**src/rtl/bcd_down_timer.sv**
```systemverilog
// bcd_down_timer: MM:SS BCD countdown timer with load/start/stop control and expiry pulse
module bcd_down_timer (
  input  logic       CLK,
  input  logic       RST,
  input  logic       CE,
  input  logic       LOAD,
  input  logic       START,
  input  logic       STOP,
  input  logic [7:0] PRESET_M,
  input  logic [7:0] PRESET_S,
  output logic [7:0] CNT_M,
  output logic [7:0] CNT_S,
  output logic       BUSY,
  output logic       DONE,
  output logic       BORROW,
  output logic       ERR
);
  typedef enum logic [1:0] {IDLE, RUN, PAUSE, EXPIRED} state_t;
  state_t     r_state, w_state;
  logic [7:0] r_m, r_s, w_m, w_s, w_dec_m, w_dec_s;
  logic       r_done, r_err, w_done, w_err;
  logic       w_legal, w_zero, w_b0, w_b1, w_b2;
  assign w_legal = PRESET_M[7:4] <= 4'd5 && PRESET_M[3:0] <= 4'd9 &&
                   PRESET_S[7:4] <= 4'd5 && PRESET_S[3:0] <= 4'd9;
  assign w_zero  = {r_m, r_s} == 16'd0;
  assign w_b0    = r_s[3:0] == 4'd0;
  assign w_b1    = w_b0 && r_s[7:4] == 4'd0;
  assign w_b2    = w_b1 && r_m[3:0] == 4'd0;
  assign w_dec_s = {w_b0 ? (r_s[7:4] == 4'd0 ? 4'd5 : r_s[7:4] - 4'd1) : r_s[7:4],
                    w_b0 ? 4'd9 : r_s[3:0] - 4'd1};
  assign w_dec_m = {w_b2 ? r_m[7:4] - 4'd1 : r_m[7:4],
                    w_b1 ? (r_m[3:0] == 4'd0 ? 4'd9 : r_m[3:0] - 4'd1) : r_m[3:0]};
  assign CNT_M  = r_m;
  assign CNT_S  = r_s;
  assign BUSY   = r_state == RUN;
  assign DONE   = r_done;
  assign ERR    = r_err;
  assign BORROW = r_state == RUN && CE && r_s == 8'd0 && r_m != 8'd0;
  // Next state: LOAD beats STOP beats START beats a CE decrement
  always_comb begin
    w_state = r_state;
    w_m     = r_m;
    w_s     = r_s;
    w_err   = r_err;
    w_done  = 1'b0;
    if (LOAD) begin
      if (w_legal) begin
        w_m     = PRESET_M;
        w_s     = PRESET_S;
        w_err   = 1'b0;
        w_state = IDLE;
      end else
        w_err = 1'b1;
    end else if (STOP) begin
      if (r_state == RUN) w_state = PAUSE;
    end else if (START && (r_state == IDLE || r_state == PAUSE)) begin
      if (!w_zero) w_state = RUN;
    end else if (CE && r_state == RUN) begin
      w_m = w_dec_m;
      w_s = w_dec_s;
      if ({w_dec_m, w_dec_s} == 16'd0) begin
        w_state = EXPIRED;
        w_done  = 1'b1;
      end
    end
  end
  // State and count registers, cleared asynchronously
  always_ff @(posedge CLK or posedge RST) begin
    if (RST) begin
      r_state <= IDLE;
      r_m     <= 8'd0;
      r_s     <= 8'd0;
      r_done  <= 1'b0;
      r_err   <= 1'b0;
    end else begin
      r_state <= w_state;
      r_m     <= w_m;
      r_s     <= w_s;
      r_done  <= w_done;
      r_err   <= w_err;
    end
  end
endmodule

```
**config.mk**
```make
export PLATFORM = sky130hd
export DESIGN_NAME = bcd_down_timer
export DESIGN_NICKNAME = d
export VERILOG_FILES = /design/src/rtl/bcd_down_timer.sv
export SDC_FILE = /design/constraint.sdc
export NUM_CORES = 1
export LEC_CHECK = 0
export ABC_CLOCK_PERIOD_IN_PS = 3260
export CORE_ASPECT_RATIO = 1.25
export CORE_MARGIN = 4
export CORE_UTILIZATION = 33
export DETAILED_ROUTE_END_ITERATION = 8
export DONT_BUFFER_PORTS = 1
export SETUP_SLACK_MARGIN = 0.3
export SYNTH_ARGS = -nofsm -noshare
export SYNTH_HDL_FRONTEND = slang
export SYNTH_SLANG_ARGS = --single-unit
```
**constraint.sdc**
```tcl
create_clock -name CLK -period 3.26 [get_ports CLK]
set_clock_uncertainty 0.1 [all_clocks]
set_input_delay 0.326 -clock CLK [delete_from_list [all_inputs] [get_ports CLK]]
set_output_delay 0.326 -clock CLK [all_outputs]
set_load 0.01 [all_outputs]
```
==> results of run 1 <==
==> sequential cells by signal, indices dropped and copies added, names as in the netlist <==
register / count
r_state: 2
CNT_M: 8
DONE: 1
CNT_S: 8
ERR: 1
==> stage by stage <==
step / util [%] / hold WS [ns] / std cells / area, sq um
2_1_floorplan: - / 0.1898 / 166 / 1373
3_3_place_gp: 35.46 / 0.2935 / 212 / 1386
3_5_place_dp: 35.46 / 0.2934 / 212 / 1386
4_1_cts: 36.86 / 0.01937 / 216 / 1441
5_1_grt: 36.86 / 0.006299 / 216 / 1441
6_report: 36.86 / -0.004151 / 216 / 1441
==> logic make-up (layout without fill, tap and decap cells) <==
kind of cell | Yosys count | in the layout | synth area share, %
AND/OR/NAND/NOR | 66 | 66 | 25.98
adder cells (fa/ha/maj) | 2 | 2 | 1.823
multiplexers | 2 | 2 | 1.459
flip-flops | 20 | 20 | 36.46
AO/OA/AOI/OAI | 58 | 58 | 27.35
buffers and inverters | 18 | 14 | 6.927
==> per-layer routing <==
metal / wire [um] / part of all wire [%] / vias up / track usage (%)
met3: 294 / 7.7 / 6 / 3.497
met4: 53 / 1.4 / 0 / 4.357
li1: - / - / 600 / -
met1: 1538 / 40 / 602 / 18.65
met2: 1937 / 51 / 49 / 26.18
met5: 0 / 0 / - / 0
==> Yosys cell counts, types with 3 or more instances <==
cell / instances / area, sq um
sky130_fd_sc_hd__nor2_1: 21 / 78.83
sky130_fd_sc_hd__dfrtp_1: 20 / 500.5
sky130_fd_sc_hd__o21ai_0: 16 / 80.08
sky130_fd_sc_hd__a21oi_1: 13 / 65.06
sky130_fd_sc_hd__nand2_1: 13 / 48.80
sky130_fd_sc_hd__inv_1: 9 / 33.78
sky130_fd_sc_hd__nor3_1: 8 / 40.04
sky130_fd_sc_hd__o22ai_1: 6 / 37.54
sky130_fd_sc_hd__a22oi_1: 5 / 37.54
sky130_fd_sc_hd__nand3_1: 5 / 25.02
sky130_fd_sc_hd__buf_2: 4 / 20.02
sky130_fd_sc_hd__a211oi_1: 3 / 22.52
sky130_fd_sc_hd__buf_6: 3 / 33.78
==> path summary, 6_finish.rpt <==
kind                       slack (ns)                   end  depth (start not counted)            startpoint
setup / recovery                 1.01                BORROW                          4  CNT_S[1]$_DFFE_PP0P_
hold / removal                 -0.004        DONE$_DFF_PP0_                          1                   RST
setup reg to reg                 1.05        DONE$_DFF_PP0_                          5  CNT_S[1]$_DFFE_PP0P_
hold reg to reg                  0.47       ERR$_DFFE_PP0P_                          2       ERR$_DFFE_PP0P_
max in group asynchronous        2.58  CNT_M[6]$_DFFE_PP0P_                          1                   RST
min in group CLK                 0.02        DONE$_DFF_PP0_                          1                  STOP
==> power groups by stage <==
| stage | clock [mW] | sequential (mW) | combinational [mW] |
|---|---|---|---|
| floorplan | 0 | 0.352 | 0.153 |
| global placement | 0 | 0.392 | 0.131 |
| detailed placement | 0 | 0.392 | 0.133 |
| CTS | 0.194 | 0.388 | 0.134 |
| global route | 0.210 | 0.396 | 0.154 |
| finish | 0.190 | 0.385 | 0.134 |
==> final cells by class <==
class | instances | area [sq um]
clock buffer | 4 | 55.05
fill | 405 | 2469
inverter | 9 | 33.78
multi-input combinational | 128 | 777.0
sequential | 20 | 500.5
tap | 54 | 67.56
timing repair buffer | 1 | 7.507
==> out/results.ini, run 1 <==
[die]
floorplan.die_area_sq_um=5262
ioPinCount=42
floorplan.rows=25
core_region_area_sq_um=3910
initial_utilization_pct=35.10
die_h_um=80.11
floorplan.die.width_um=65.69

[setup_path]
cells_along_the_critical_path=nor4_4, nand2_1, inv_1, and3_1
critical_path.top_delay_family=simple AND/OR/NAND/NOR gates
timing.critical_path.from_type=flip-flop
data_arrival_time_of_the_critical_path_ns=1.82
worst_setup_path_end_kind=primary output
crit_buf_inv=1
delay_contributed_by_the_slowest_stage_of_the_critical_path_ns=0.54
crit_slowest_cell=sky130_fd_sc_hd__dfrtp_1
crit_required_ns=2.83
timing.critical_path.fanout_max=9
criticalPathCategory=reg2out

[pwr]
power_leakage_nw=0.5388
switching_power_mw=0.2549
share_comb_of_total_power_pct=18.9
cell_internal_pwr_mw=0.4550
clock_power_share_pct=26.8
total_power_mw=0.7100
seq_power_share_pct=54.3
power.share.switching_pct=35.91
maximum_ir_drop_on_the_vdd_rail_mv=0.1614
power_per_unit_of_standard_cell_area_nw_per_um2=492.6

[grt]
grt_first_pass_wirelength_um=6237
first_global_vias=1237
overflow=0
initial_antenna_violation_count=0
grt_util_all_layers_pct=15.20
pin_count_of_the_biggest_net_entering_global_routing=29

[run_status]
violations_in_the_final_reports=negative hold slack
status=complete, but fails checks

[clock_tree]
ctsResizeCount=0
clock_insertion_delay_worst_skew_ns=0.26
tritoncts_clock_tree=done
post_cts.repair.setup_buffers=0
h-tree-depth=1
clockBufferDepth=2
cts-root-buf=sky130_fd_sc_hd__clkbuf_8
cts-hold-fix-buffers=0
path_clk_slew_ns=0.08
cts_num_sinks=20
number_of_buffers_created_by_cts=3

[drt]
vias_per_cell=5.819
ant_nets=0
routed_wire_length_per_instance_um=17.70
pre_repair_dr_iteration_count=4
remaining_design_rule_violation_count=0
detail_route.iter0.violations=72
via_count=1257
postRouteWirelength_um=3824

[synth]
yosys_warnings=0
synth_seq_cells=20
post_synth_cell_types=42
synth_seq_area_share_pct=36.46
synthesis.nets=190
syn_area_per_cell_sq_um=8.268
synthFlopType=sky130_fd_sc_hd__dfrtp_1
async_flop_share_pct=100.0
synth_edf_count=0
synthCells=166
syn_area_sq_um=1373

[timing]
post_layout_minimum_cycle_time_ns=2.247
worst_slew_margin_rel_pct=48.01
setup_viol_count_final=0
rsz0062_at_grt=false
maxClockFrequency_mhz=445.0
timing.final.ws_setup_ns=1.013
fin_setup_tns_ns=0
hold_ws_ns=-0.004151
final.period_utilization_pct=68.93
max_slew.worst_pin.slew_ns=0.7790
number_of_hold_violations_in_the_final_report=12
maxSlewViolCount=0

[layout]
syn2layout_area_growth_pct=5.014
most_common_cell_after_layout_fill_and_taps_aside=sky130_fd_sc_hd__nor2_1
finish.net_count=187
drive_gt1_share_pct=8.025
antenna_cells_inserted=0
layout_common_cells=sky130_fd_sc_hd__nor2_1, sky130_fd_sc_hd__dfrtp_1, sky130_fd_sc_hd__o21ai_0

[placement]
detail_placement_hpwl_um=2913
port_buffers=0
gpl.final_weighted_congestion=0.7947
dp_worst_setup_slack_ns=1.059

[run]
maxCapViolations=0

[worst_hold_path]
worstHoldPathType=in2async

Power figures use the tool's default switching activity.
==> run 2: changes to the inputs <==
--- a/config.mk
+++ b/config.mk
@@ -5,7 +5,7 @@
 export SDC_FILE = /design/constraint.sdc
 export NUM_CORES = 1
 export LEC_CHECK = 0
-export ABC_CLOCK_PERIOD_IN_PS = 3260
+export ABC_CLOCK_PERIOD_IN_PS = 1900
 export CORE_ASPECT_RATIO = 1.25
 export CORE_MARGIN = 4
 export CORE_UTILIZATION = 33
==> constraint.sdc (replaced) <==
create_clock -name CLK -period 1.9 [get_ports CLK]
set_clock_uncertainty 0.1 [all_clocks]
set_input_delay 0.19 -clock CLK [delete_from_list [all_inputs] [get_ports CLK]]
set_output_delay 0.19 -clock CLK [all_outputs]
set_load 0.01 [all_outputs]
==> run 2 against run 1 <==
Net effect:
- the run still ends with negative hold slack left
- non-clock buffer count rose by 40
- final cell count rose by 19%
- sequential share of layout area is 8.7 points lower
- count of clock-buffer cells in the layout stayed put
- power up 100%
- via count rose by 21%
- die area stayed put
- flip-flop and latch count is the same
- sequential power grew 49%
- critical endpoint is now DONE$_DFF_PP0_
- worst setup slack lost 0.93 ns
==> out/results.ini, run 2 (synthesized netlist as in run 1, its figures left out) <==
[grt]
initial_antenna_violation_count=0  ; unchanged
grt_first_pass_wirelength_um=7376  ; was 6237 um
first_global_vias=1482  ; was 1237
grt_util_all_layers_pct=18.46  ; was 15.20%
pin_count_of_the_biggest_net_entering_global_routing=29  ; unchanged
overflow=0  ; unchanged

[drt]
vias_per_cell=5.930  ; was 5.819
via_count=1518  ; was 1257
pre_repair_dr_iteration_count=4  ; unchanged
routed_wire_length_per_instance_um=19.41  ; was 17.70 um
remaining_design_rule_violation_count=0  ; unchanged
ant_nets=0  ; unchanged
postRouteWirelength_um=4969  ; was 3824 um
detail_route.iter0.violations=102  ; was 72

[timing]
setup_viol_count_final=0  ; unchanged
max_slew.worst_pin.slew_ns=0.8366  ; was 0.7790 ns
final.period_utilization_pct=95.89
maxSlewViolCount=0  ; unchanged
number_of_hold_violations_in_the_final_report=1  ; was 12
hold_ws_ns=-0.01181  ; was -0.004151 ns
fin_setup_tns_ns=0  ; unchanged
post_layout_minimum_cycle_time_ns=1.822
maxClockFrequency_mhz=548.9
rsz0062_at_grt=true  ; was false
worst_slew_margin_rel_pct=44.17  ; was 48.01%

[run]
maxCapViolations=0  ; unchanged

[setup_path]
cells_along_the_critical_path=nor4_4, buf_4, and3_4, a31o_1, nand2_1, a2111oi_2  ; was nor4_4, nand2_1, inv_1, and3_1
timing.critical_path.from_type=flip-flop  ; unchanged
criticalPathCategory=reg2reg  ; was reg2out
delay_contributed_by_the_slowest_stage_of_the_critical_path_ns=0.47  ; was 0.54 ns
crit_required_ns=1.97  ; was 2.83 ns
data_arrival_time_of_the_critical_path_ns=1.89  ; was 1.82 ns
timing.critical_path.fanout_max=4  ; was 9
worst_setup_path_end_kind=flip-flop  ; was primary output
crit_slowest_cell=sky130_fd_sc_hd__dfrtp_2  ; was sky130_fd_sc_hd__dfrtp_1

[layout]
layout_common_cells=sky130_fd_sc_hd__buf_4, sky130_fd_sc_hd__dfrtp_1, sky130_fd_sc_hd__nor2_1  ; was sky130_fd_sc_hd__nor2_1, sky130_fd_sc_hd__dfrtp_1, sky130_fd_sc_hd__o21ai_0
stdcell_area_sq_um=1936  ; was 1441 sq um
antenna_cells_inserted=0  ; unchanged
fill_cells=364  ; was 405
most_common_cell_after_layout_fill_and_taps_aside=sky130_fd_sc_hd__buf_4  ; was sky130_fd_sc_hd__nor2_1
final_cells=256  ; was 216
drive_gt1_share_pct=37.13  ; was 8.025%
finish.net_count=227  ; was 187
syn2layout_area_growth_pct=41.02  ; was 5.014%

[die]
core_region_area_sq_um=3910  ; unchanged
ioPinCount=42  ; unchanged
floorplan.rows=25  ; unchanged
floorplan.die_area_sq_um=5262  ; unchanged
die_h_um=80.11  ; unchanged
floorplan.die.width_um=65.69  ; unchanged
initial_utilization_pct=35.10  ; unchanged

[clock_tree]
h-tree-depth=1  ; unchanged
path_clk_slew_ns=0.08  ; about the same
clockBufferDepth=2  ; unchanged
cts-root-buf=sky130_fd_sc_hd__clkbuf_8  ; unchanged
clock_insertion_delay_worst_skew_ns=0.27  ; was 0.26 ns
tritoncts_clock_tree=done  ; unchanged
number_of_buffers_created_by_cts=3  ; unchanged
cts_num_sinks=20  ; unchanged

[placement]
placed_area_sq_um=1548  ; was 1386 sq um
gpl.final_weighted_congestion=0.8093  ; was 0.7947
port_buffers=0  ; unchanged
dp_cells=231  ; was 212
detail_placement_hpwl_um=3227  ; was 2913 um

[pwr]
power_leakage_nw=0.7851  ; was 0.5388 nW
maximum_ir_drop_on_the_vdd_rail_mv=0.3069  ; was 0.1614 mV
power_per_unit_of_standard_cell_area_nw_per_um2=738.2  ; was 492.6 nW/um^2

[run_status]
violations_in_the_final_reports=negative hold slack  ; unchanged
status=complete, but fails checks  ; unchanged

[worst_hold_path]
worstHoldPathType=in2reg  ; was in2async

==> run 2: worst paths after layout <==
path / startpoint / to / slack [ns] / cells past startpoint
worst max-delay path: CNT_S[7]$_DFFE_PP0P_ / DONE$_DFF_PP0_ / 0.08 / 6
worst min-delay path: PRESET_S[1] / CNT_S[1]$_DFFE_PP0P_ / -0.01 / 2
worst max register to register: CNT_S[7]$_DFFE_PP0P_ / DONE$_DFF_PP0_ / 0.08 / 6
worst min register to register: r_state[0]$_DFFE_PP0P_ / r_state[0]$_DFFE_PP0P_ / 0.52 / 2
max in group asynchronous: RST / CNT_S[7]$_DFFE_PP0P_ / 0.71 / 2
min in group asynchronous: RST / CNT_S[4]$_DFFE_PP0P_ / 0.42 / 2
==> run 2: report_power, final <==
part	internal (mW)	switching, mW	total, mW
logic	0.209	0.290	0.499
clock network	0.186	0.169	0.354
registers	0.491	0.0840	0.575
total	0.886	0.543	1.43
==> run 2: stage by stage <==
step	setup WS, ns	util, %	total power, mW
after global routing	-0.01259	49.50	1.502
after global placement	0.1439	39.58	0.9713
after floorplan	0.05964	-	0.8692
after detailed placement	0.04652	39.58	0.9840
final	0.07818	49.50	1.429
after CTS	0.09488	45.18	1.365
==> run 2: metal layers <==
layer  part of all wire (%)  vias up  track usage [%]  routed length [um]
met5                      0        -                0                   0
met4                    3.5        0            11.83                 174
met3                    7.8       12            4.196                 389
met2                     51       78            30.29                2530
met1                     38      742            21.26                1875
li1                       -      686                -                   -
==> run 2: final cells by class <==
cell class | count | area, sq um | share of cell area, %
Tap cell | 54 | 67.56 | 3.491
Timing Repair Buffer | 41 | 335.3 | 17.32
Multi-Input combinational cell | 128 | 940.9 | 48.61
Clock buffer | 4 | 55.05 | 2.844
Inverter | 9 | 33.78 | 1.745
Sequential cell | 20 | 503.0 | 25.99
==> run 2: what timing repair did <==
action	CTS	global route
pin swaps	17	20
setup buffers	7	6
hold buffers	4	4
gates resized for setup	20	21
setup endpoints to repair	20	18
endpoints found under the hold margin	29	8
==> run 2: worst max-delay path, delay by kind of cell (launching register included) <==
family / cells / cell delay (ns)
and+or+nand+nor: 3 / 0.57
buffers and inverters: 1 / 0.18
AOI/OAI and AO/OA: 2 / 0.39
DFF: 1 / 0.47
==> run 3: changes to the inputs <==
--- a/config.mk
+++ b/config.mk
@@ -5,7 +5,7 @@
 export SDC_FILE = /design/constraint.sdc
 export NUM_CORES = 1
 export LEC_CHECK = 0
-export ABC_CLOCK_PERIOD_IN_PS = 1900
+export ABC_CLOCK_PERIOD_IN_PS = 2029
 export CORE_ASPECT_RATIO = 1.25
 export CORE_MARGIN = 4
 export CORE_UTILIZATION = 33
==> constraint.sdc (replaced) <==
create_clock -name CLK -period 2.03 [get_ports CLK]
set_clock_uncertainty 0.1 [all_clocks]
set_input_delay 0.203 -clock CLK [delete_from_list [all_inputs] [get_ports CLK]]
set_output_delay 0.203 -clock CLK [all_outputs]
set_load 0.01 [all_outputs]
==> run 3 against run 2 <==
Net effect:
- the flow now finishes without violations
- clock power shrank 10%
- non-clock buffer count is 12 lower
- critical path depth decreased by 1
- first-iteration DRC count is 25% lower
- worst hold slack better by 0.026 ns
- flip-flop and latch count did not move
- routed wire length shrank 11%
- critical path type is now reg2out
- highest routed layer unchanged
==> out/results.ini, run 3 (synthesized netlist as in run 1, its figures left out) <==
[setup_path]
worst_flop_to_flop_path_startpoint=CNT_M[0]$_DFFE_PP0P_  ; was CNT_S[7]$_DFFE_PP0P_
timing.critical_path.from_type=flip-flop  ; unchanged
worstSetupStartpoint=CNT_S[0]$_DFFE_PP0P_  ; was CNT_S[7]$_DFFE_PP0P_
crit_required_ns=1.73  ; was 1.97 ns
crit_slowest_cell=sky130_fd_sc_hd__dfrtp_1  ; was sky130_fd_sc_hd__dfrtp_2
criticalPathCategory=reg2out  ; was reg2reg
delay_contributed_by_the_slowest_stage_of_the_critical_path_ns=0.41  ; was 0.47 ns
cells_along_the_critical_path=nor4_4, buf_4, nand2_4, inv_2, and3_4  ; was nor4_4, buf_4, and3_4, a31o_1, nand2_1, a2111oi_2
worst_setup_path_end_kind=primary output  ; was flip-flop
data_arrival_time_of_the_critical_path_ns=1.53  ; was 1.89 ns
timing.critical_path.fanout_max=4  ; unchanged

[die]
floorplan.die.width_um=65.69  ; unchanged
initial_utilization_pct=35.10  ; unchanged
floorplan.rows=25  ; unchanged
core_region_area_sq_um=3910  ; unchanged
die_h_um=80.11  ; unchanged
floorplan.die_area_sq_um=5262  ; unchanged
ioPinCount=42  ; unchanged

[timing]
fin_setup_tns_ns=0  ; unchanged
post_layout_minimum_cycle_time_ns=1.833
number_of_hold_violations_in_the_final_report=0  ; was 1
final.period_utilization_pct=90.28
worst_slew_margin_rel_pct=46.27  ; was 44.17%
maxClockFrequency_mhz=545.6
max_slew.worst_pin.slew_ns=0.8051  ; was 0.8366 ns
maxSlewViolCount=0  ; unchanged
setup_viol_count_final=0  ; unchanged
rsz0062_at_grt=true  ; unchanged

[pwr]
maximum_ir_drop_on_the_vdd_rail_mv=0.2270  ; was 0.3069 mV
power_leakage_nw=0.7015  ; was 0.7851 nW
power_per_unit_of_standard_cell_area_nw_per_um2=723.2  ; was 738.2 nW/um^2
cell_internal_pwr_mw=0.8089  ; was 0.8864 mW
switching_power_mw=0.4760  ; was 0.5425 mW
power.share.switching_pct=37.04  ; was 37.97%
seq_power_share_pct=41.7  ; was 40.3%
share_comb_of_total_power_pct=33.6  ; was 34.9%
clock_power_share_pct=24.7  ; was 24.8%

[layout]
regArea_sq_um=500.5  ; was 503.0 sq um
layout_common_cells=sky130_fd_sc_hd__buf_4, sky130_fd_sc_hd__dfrtp_1, sky130_fd_sc_hd__nor2_1  ; unchanged
syn2layout_area_growth_pct=29.44  ; was 41.02%
drive_gt1_share_pct=25.79  ; was 37.13%
fill_cells=381  ; was 364
antenna_cells_inserted=0  ; unchanged
most_common_cell_after_layout_fill_and_taps_aside=sky130_fd_sc_hd__buf_4  ; unchanged
area_of_the_multi_input_gates_sq_um=877.1  ; was 940.9 sq um
finish.net_count=215  ; was 227
final_cells=244  ; was 256

[clock_tree]
cts_num_sinks=20  ; unchanged
number_of_buffers_created_by_cts=3  ; unchanged
h-tree-depth=1  ; unchanged
path_clk_slew_ns=0.08  ; about the same
tritoncts_clock_tree=done  ; unchanged
clock_insertion_delay_worst_skew_ns=0.26  ; was 0.27 ns
clockBufferDepth=2  ; unchanged
cts-root-buf=sky130_fd_sc_hd__clkbuf_8  ; unchanged

[drt]
vias_per_cell=5.799  ; was 5.930
remaining_design_rule_violation_count=0  ; unchanged
via_count=1415  ; was 1518
detail_route.iter0.violations=77  ; was 102
postRouteWirelength_um=4403  ; was 4969 um
ant_nets=0  ; unchanged
pre_repair_dr_iteration_count=4  ; unchanged
routed_wire_length_per_instance_um=18.05  ; was 19.41 um

[grt]
grt_util_all_layers_pct=16.97  ; was 18.46%
met1_global_route_usage_pct=19.58  ; was 21.26%
first_global_vias=1438  ; was 1482
initial_antenna_violation_count=0  ; unchanged
overflow=0  ; unchanged
grtUsageMet3_pct=4.476  ; was 4.196%
grt_use_met2_pct=28.99  ; was 30.29%
pin_count_of_the_biggest_net_entering_global_routing=22  ; was 29
busiest_layer=met2  ; unchanged
grt_first_pass_wirelength_um=6844  ; was 7376 um

[placement]
detail_placement_hpwl_um=3109  ; was 3227 um
gpl.final_weighted_congestion=0.8500  ; was 0.8093
dp_cells=227  ; was 231
port_buffers=0  ; unchanged

[worst_hold_path]
hold_path.startpoint=PRESET_S[1]  ; unchanged
worstHoldPathType=in2reg  ; unchanged

[run]
maxCapViolations=0  ; unchanged

[run_status]
status=finished, final reports clean  ; was complete, but fails checks

run 3: layout make-up:
| class | instances | area share (%) |
|---|---|---|
| Clock buffer | 4 | 3.099 |
| Inverter | 9 | 1.901 |
| Multi-Input combinational cell | 128 | 49.37 |
| Sequential cell | 20 | 28.17 |
| Tap cell | 54 | 3.803 |
| Timing Repair Buffer | 29 | 13.66 |
run 3: final timing paths:
kind                                          end  slack, ns  depth (start not counted)
min reg2reg                       ERR$_DFFE_PP0P_       0.49                          2
min                          CNT_S[1]$_DFFE_PP0P_       0.01                          2
max reg2reg                r_state[1]$_DFFE_PP0P_       0.22                          5
max in group asynchronous    CNT_S[3]$_DFFE_PP0P_       0.89                          2
max                                        BORROW       0.20                          5
min in group asynchronous    CNT_S[4]$_DFFE_PP0P_       0.44                          2
run 3: what timing repair did:
action / CTS / global route
resized for setup: 9 / 16
cloned: 0 / 0
pin swaps: 4 / 5
endpoints found under the hold margin: 28 / 1
setup endpoints to repair: 11 / 15
buffers inserted: 5 / 3
hold buffers: 4 / 1
run 3: stage by stage:
step           utilization [%]  hold WS [ns]  setup WS (ns)  power [mW]  cell area, sq um
2_1_floorplan                -       0.06683         0.1895      0.8109              1379
3_3_place_gp             38.82        0.1749         0.1963      0.9106              1518
3_5_place_dp             38.82        0.1778         0.1261      0.9181              1518
4_1_cts                  43.14      0.006543         0.2101       1.254              1687
5_1_grt                  45.44      0.002689         0.1270       1.356              1777
6_report                 45.44       0.01389         0.1973       1.285              1777
run 3: per-layer routing:
| metal | part of all wire [%] | vias up |
|---|---|---|
| met3 | 7.1 | 10 |
| met5 | 0 | - |
| met1 | 39 | 703 |
| li1 | - | 657 |
| met4 | 2.4 | 0 |
| met2 | 51 | 45 |
run 3: power groups by stage:
stage	sequential, mW	combinational [mW]	clock (mW)
finish	0.536	0.431	0.317
CTS	0.538	0.402	0.314
global placement	0.535	0.376	0
floorplan	0.566	0.245	0
detailed placement	0.538	0.380	0
global route	0.544	0.470	0.342
run 3: worst max-delay path: cells and delay by family, from the launching register on:
| kind | cells | cell delay, ns |
|---|---|---|
| AND/OR/NAND/NOR | 3 | 0.61 |
| flip-flops | 1 | 0.41 |
| buffers and inverters | 2 | 0.25 |
